--- src/rtl/note_sequencer.sv ---
// note_sequencer: plays a stored melody from a programmable note table and
// drives the one-hot tone-select bus that soundSystem turns into speaker output.
// Each table entry is {note code[7:5], duration in ticks[4:0]}; a duration of
// zero marks the end of the song. An optional silent gap follows every note.
module note_sequencer #(
   parameter int CLK_HZ    = 50_000_000,
   parameter int TICK_HZ   = 100,
   parameter int SEQ_LEN   = 16,
   parameter int GAP_TICKS = 2
) (
   input  logic       clk,
   input  logic       rst_n,
   input  logic       start,
   input  logic       stop,
   input  logic       loop_en,
   input  logic       wr_en,
   input  logic [3:0] wr_addr,
   input  logic [7:0] wr_data,
   output logic [4:0] song,
   output logic       busy,
   output logic [3:0] note_idx,
   output logic       done
);

   // Clock cycles per duration tick, and counter widths derived from it.
   localparam int TICK_DIV = CLK_HZ / TICK_HZ;
   localparam int PRE_W    = (TICK_DIV > 1) ? $clog2(TICK_DIV) : 1;
   localparam int CNT_W    = (GAP_TICKS > 31) ? $clog2(GAP_TICKS + 1) : 5;

   localparam logic [PRE_W-1:0] PRE_LAST = PRE_W'(TICK_DIV - 1);
   localparam logic [CNT_W-1:0] GAP_LOAD = CNT_W'(GAP_TICKS);
   localparam logic [3:0]       LAST_IDX = 4'(SEQ_LEN - 1);

   typedef enum logic [1:0] {
      IDLE = 2'd0,
      PLAY = 2'd1,
      GAP  = 2'd2
   } state_t;

   state_t           state;
   state_t           state_nx;

   logic [7:0]       table_mem [SEQ_LEN];

   logic [PRE_W-1:0] presc;
   logic [PRE_W-1:0] presc_nx;
   logic [CNT_W-1:0] ticks_left;
   logic [CNT_W-1:0] ticks_nx;

   logic [4:0]       song_nx;
   logic             busy_nx;
   logic [3:0]       idx_nx;
   logic             done_nx;

   logic             tick;
   logic             at_end;
   logic             advance;
   logic             do_fetch;
   logic [7:0]       fetch_entry;
   logic [3:0]       fetch_idx;
   logic [7:0]       entry0;
   logic [7:0]       entry_next;

   // Note codes 1..5 select one speaker tone; 0, 6 and 7 are rests.
   function automatic logic [4:0] decode_note(input logic [2:0] code);
      logic [4:0] tone;
      case (code)
         3'd1:    tone = 5'b00001;
         3'd2:    tone = 5'b00010;
         3'd3:    tone = 5'b00100;
         3'd4:    tone = 5'b01000;
         3'd5:    tone = 5'b10000;
         default: tone = 5'b00000;
      endcase
      return tone;
   endfunction

   assign entry0     = table_mem[0];
   assign entry_next = table_mem[note_idx + 4'd1];
   assign tick       = (presc == PRE_LAST);
   assign at_end     = (note_idx == LAST_IDX) || (entry_next[4:0] == 5'd0);

   // Note table: cleared to an empty song on reset, written from the host port.
   always_ff @(posedge clk or negedge rst_n) begin
      if (!rst_n) begin
         for (int i = 0; i < SEQ_LEN; i++) begin
            table_mem[i] <= 8'd0;
         end
      end else if (wr_en) begin
         table_mem[wr_addr] <= wr_data;
      end
   end

   // Next-state and next-output logic; every transition restarts the prescaler.
   always_comb begin
      state_nx    = state;
      song_nx     = song;
      busy_nx     = busy;
      idx_nx      = note_idx;
      done_nx     = 1'b0;
      ticks_nx    = ticks_left;
      presc_nx    = tick ? '0 : presc + PRE_W'(1);
      advance     = 1'b0;
      do_fetch    = 1'b0;
      fetch_entry = entry0;
      fetch_idx   = 4'd0;

      case (state)
         IDLE: begin
            presc_nx = '0;
            if (start) begin
               if (entry0[4:0] != 5'd0) begin
                  do_fetch = 1'b1;
               end else begin
                  done_nx = 1'b1;
               end
            end
         end
         PLAY: begin
            if (tick) begin
               if (ticks_left == CNT_W'(1)) begin
                  if (GAP_TICKS > 0) begin
                     state_nx = GAP;
                     song_nx  = 5'd0;
                     ticks_nx = GAP_LOAD;
                     presc_nx = '0;
                  end else begin
                     advance = 1'b1;
                  end
               end else begin
                  ticks_nx = ticks_left - CNT_W'(1);
               end
            end
         end
         GAP: begin
            if (tick) begin
               if (ticks_left == CNT_W'(1)) begin
                  advance = 1'b1;
               end else begin
                  ticks_nx = ticks_left - CNT_W'(1);
               end
            end
         end
         default: begin
            state_nx = IDLE;
            song_nx  = 5'd0;
            busy_nx  = 1'b0;
            presc_nx = '0;
         end
      endcase

      if (advance) begin
         if (at_end) begin
            if (loop_en && (entry0[4:0] != 5'd0)) begin
               do_fetch = 1'b1;
            end else begin
               state_nx = IDLE;
               song_nx  = 5'd0;
               busy_nx  = 1'b0;
               done_nx  = 1'b1;
               presc_nx = '0;
            end
         end else begin
            do_fetch    = 1'b1;
            fetch_entry = entry_next;
            fetch_idx   = note_idx + 4'd1;
         end
      end

      if (do_fetch) begin
         state_nx = PLAY;
         idx_nx   = fetch_idx;
         song_nx  = decode_note(fetch_entry[7:5]);
         busy_nx  = 1'b1;
         ticks_nx = CNT_W'(fetch_entry[4:0]);
         presc_nx = '0;
      end

      if (stop) begin
         state_nx = IDLE;
         song_nx  = 5'd0;
         busy_nx  = 1'b0;
         done_nx  = 1'b0;
         presc_nx = '0;
      end
   end

   // State, timing counters and registered outputs.
   always_ff @(posedge clk or negedge rst_n) begin
      if (!rst_n) begin
         state      <= IDLE;
         presc      <= '0;
         ticks_left <= '0;
         song       <= 5'd0;
         busy       <= 1'b0;
         note_idx   <= 4'd0;
         done       <= 1'b0;
      end else begin
         state      <= state_nx;
         presc      <= presc_nx;
         ticks_left <= ticks_nx;
         song       <= song_nx;
         busy       <= busy_nx;
         note_idx   <= idx_nx;
         done       <= done_nx;
      end
   end

endmodule

--- config.mk ---
export PLATFORM = sky130hd
export DESIGN_NAME = note_sequencer
export DESIGN_NICKNAME = d
export VERILOG_FILES = /design/src/rtl/note_sequencer.sv
export SDC_FILE = /design/constraint.sdc
export NUM_CORES = 1
export LEC_CHECK = 0
export CAP_MARGIN = 40
export CORE_MARGIN = 8
export CORE_UTILIZATION = 25
export DETAILED_ROUTE_END_ITERATION = 8
export PLACE_DENSITY_LB_ADDON = 0.12
export SLEW_MARGIN = 30
export SYNTH_ARGS = -nofsm -noshare
export SYNTH_HDL_FRONTEND = slang
export SYNTH_SLANG_ARGS = --single-unit
--- constraint.sdc ---
create_clock -name clk -period 6.9 [get_ports clk]
set_input_delay 1.38 -clock clk [delete_from_list [all_inputs] [get_ports clk]]
set_output_delay 1.38 -clock clk [all_outputs]
set_load 0.02 [all_outputs]
==> summary.txt <==
Setup path
  • CP Launch Point: note_idx[0]
  • Worst R2R Start: note_idx[1]
  • CP Capture Type: output pin
  • CP max-delay cell: clkdlybuf4s50_1
  • Largest delay share family, worst path: buffers and inverters
  • CP Max Fanout: 28
  • Crit path required time: approximately 5500 ps
  • CP Class: register to output pin
  • R2R Setup Slk: about 3500 ps
  • FF-to-FF path depth: 9
  • Buf+Inv Stages, Crit Path: 3
  • CP Launch Type: register
  • Worst EP arrival: 2210 ps
  • Crit-path max cell delay: 670 ps
  • Cells along the critical path: buf_4 -> buf_12 -> clkdlybuf4s50_1
  • Reg2reg end: song[1]

Final layout
  • Layout fillers: around 3,300
  • Antenna diodes: 0
  • Finished Layout Cells: about 1,100
  • Layout cells sized above 1: 33.8%
  • Number of nets in the layout: ~670
  • Synthesis-to-layout area growth: 17.7%

Global routing
  • First-pass GRT wire length: roughly 32 mm
  • Initial antenna violation count: 1
  • Overflow after GRT: 0
  • Vias in the first global route: 5,410
  • Largest net degree at the start of global routing: 58
  • Global-route usage over all layers: 10.9%

Power and ir drop
  • P_sw: about 740 µW
  • Comb power frac: 17.6%
  • Clock network power share: about a third
  • LEAKAGE: 3.82 nW
  • Internal power: 1.94 mW
  • Tot Pwr: roughly 2.7 mW
  • Sequential fraction of design power: 47.3%
  • Sw Ratio: 27.5%
  • Peak supply drop: 0.148 mV
  • Pwr dens: 280 nW/µm²

STA
  • Worst Slack Setup Final: 3310 ps
  • # setup viols final: 0
  • Crit path time final: 3590 ps
  • WHS: 496 ps
  • RSZ-0062 raised after global routing: no
  • Worst slew margin: 51.9%
  • Fin. Hold Viols: 0
  • FMAX: 279 MHz
  • Setup_tns: 0 ps
  • Max Clock Skew: 14.5 ps
  • Slew Viols, Final: 0
  • Measured slew at the worst slew-check pin: 721 ps
  • Post-route clock period utilization: between 50 and 60%

Detailed routing
  • Routed Antenna Nets: 0
  • DR vias: approximately 5,000
  • Drt pass-1 iters: 4
  • Iter 0 DRT Violations: 288
  • Routed wire length: 20.1 mm
  • Via-to-Cell Ratio: approximately 4.6
  • Wire per inst: 18.3 µm
  • Remaining DRCs: 0

Floorplanning
  • Die width: around 200 µm
  • Core footprint: 32,300 µm²
  • Die span in y: 196 µm
  • I/O pin count: 29
  • # rows: 66
  • Die footprint: ~39,000 µm²
  • Starting Density: 25.2%

CTS
  • CTS buffer count: 17
  • Post-CTS setup repair buffer count: 0
  • Worst-path clk slew: 70 ps
  • CTS tree: done
  • Hold buffers post-CTS: 0
  • Root buf cell: clkbuf_16
  • Worst-Skew Late Latency: ~430 ps
  • CTS sink cnt: around 170
  • Clk buf depth: 2
  • H-tree depth: 4
  • CTS resizes: 0

Synthesis
  • YS warnings: 0
  • Top cells by area, synth: dfrtp_1 (51%), mux2_2 (18%), mux4_2 (7.5%)
  • Cell taking the most area after synthesis: dfrtp_1
  • #FFs+latches synth: 165
  • Number of flops mapped to enable cells by yosys: 0
  • Post-Syn Area: 8140 µm²
  • Syn nets: 631
  • Synth Flop Type: dfrtp_1
  • Mean post-synth cell area: 13.4 µm²
  • Synth cell types: 58
  • Top cells by count, synth: dfrtp_1 (165), mux2_2 (131), mux2i_1 (40)
  • Asr flop ratio synth: 100%
  • Cells after Synth: 605
  • Post-synth top area share: 50.7%
  • Seq/Total Area, Yosys: 50.7%
  • Count leader, synth: dfrtp_1

Placement
  • Gpl congestion: 0.783
  • DP Worst Slack: 3160 ps
  • Dpl cells: 1,063
  • Final HPWL DP: 14.5 mm
  • IO Port Bufs: 28

Hold path
  • Hold Path Cell Cnt: 1
  • Worst min path class: register to register
  • WHS Endpoint: presc[0]
  • Hold_sp: presc[0]

Run
  • Max cap viols: 0

Status
  • Status: finished, final reports clean
-- worst max-delay path by stage --
stage                    end  slack, ps  depth (start not counted)
4_1_cts          note_idx[0]       3220                          3
3_3_place_gp   ticks_left[2]       3010                          7
3_5_place_dp       presc[17]       3160                          6
5_1_grt          note_idx[0]       3170                          3
6_report         note_idx[0]       3310                          3
2_1_floorplan      presc[10]       3970                          7
-- sequential cells by signal, indices dropped and copies added (netlist names), 2 cells and up --
name / count
note_idx: 4
song: 5
presc: 19
table_mem: 120
state: 2
entry0: 8
ticks_left: 5
-- cells in the final DEF, fill, tap and decap left out, drive strengths merged, types with 3 or more instances in the layout --
cell           count
nand4              7
nor4b              4
a21oi              6
a32oi              3
a22o               7
inv               14
or3                4
nand3b             5
nand3             17
nor2b              3
buf               17
clkinv             5
and2               6
dfrtp            165
mux2             131
ha                 8
clkdlybuf4s50     27
clkbuf            19
nand2b             8
mux2i             40
nor2              39
xor2              13
and3               6
nand2             22
o21ai             14
xnor2              5
mux4              27
-- per-stage QoR --
| stage | util, % | cell area [µm²] |
|---|---|---|
| 2_1_floorplan | - | 8140 |
| 3_3_place_gp | 27.4 | 8830 |
| 6_report | 29.7 | 9580 |
| 3_5_place_dp | 27.9 | 9000 |
| 5_1_grt | 29.7 | 9580 |
| 4_1_cts | 29.7 | 9580 |
-- cell type report --
type                    count  area, µm²  area share (%)
flip-flops and latches    165       4130            43.1
multi-input cells         404       3830            40.0
well taps                 442        553            5.77
repair buffers             44        450            4.70
clock buffers              19        443            4.63
clock inverters            13        135            1.41
inverters                   8       30.0           0.314
-- power groups by stage --
stage | logic (mW) | registers (mW) | clock network (mW)
floorplan | 0.344 | 1.25 | 0
global placement | 0.462 | 1.28 | 0
detailed placement | 0.479 | 1.29 | 0
CTS | 0.481 | 1.27 | 0.976
global route | 0.521 | 1.30 | 1.02
finish | 0.471 | 1.27 | 0.941
-- kinds of logic (layout without fill, tap and decap cells) --
logic type | Yosys count | count (layout) | share of synthesized area (%)
mux | 198 | 198 | 30.5
flops | 165 | 165 | 50.7
simple gates | 136 | 136 | 9.18
compound gates | 44 | 44 | 4.00
buf+inv | 36 | 84 | 2.29
xor+xnor | 18 | 18 | 2.03
fa+ha+maj | 8 | 8 | 1.23
-- metal layers --
metal	routed length (µm)	vias up	global-route usage [%]
met5	0	-	0
met4	282	0	3.71
met3	508	15	2.17
met2	9750	63	17.7
met1	9550	2632	14.5
li1	-	2300	-
(Power assumes the default switching activity.)
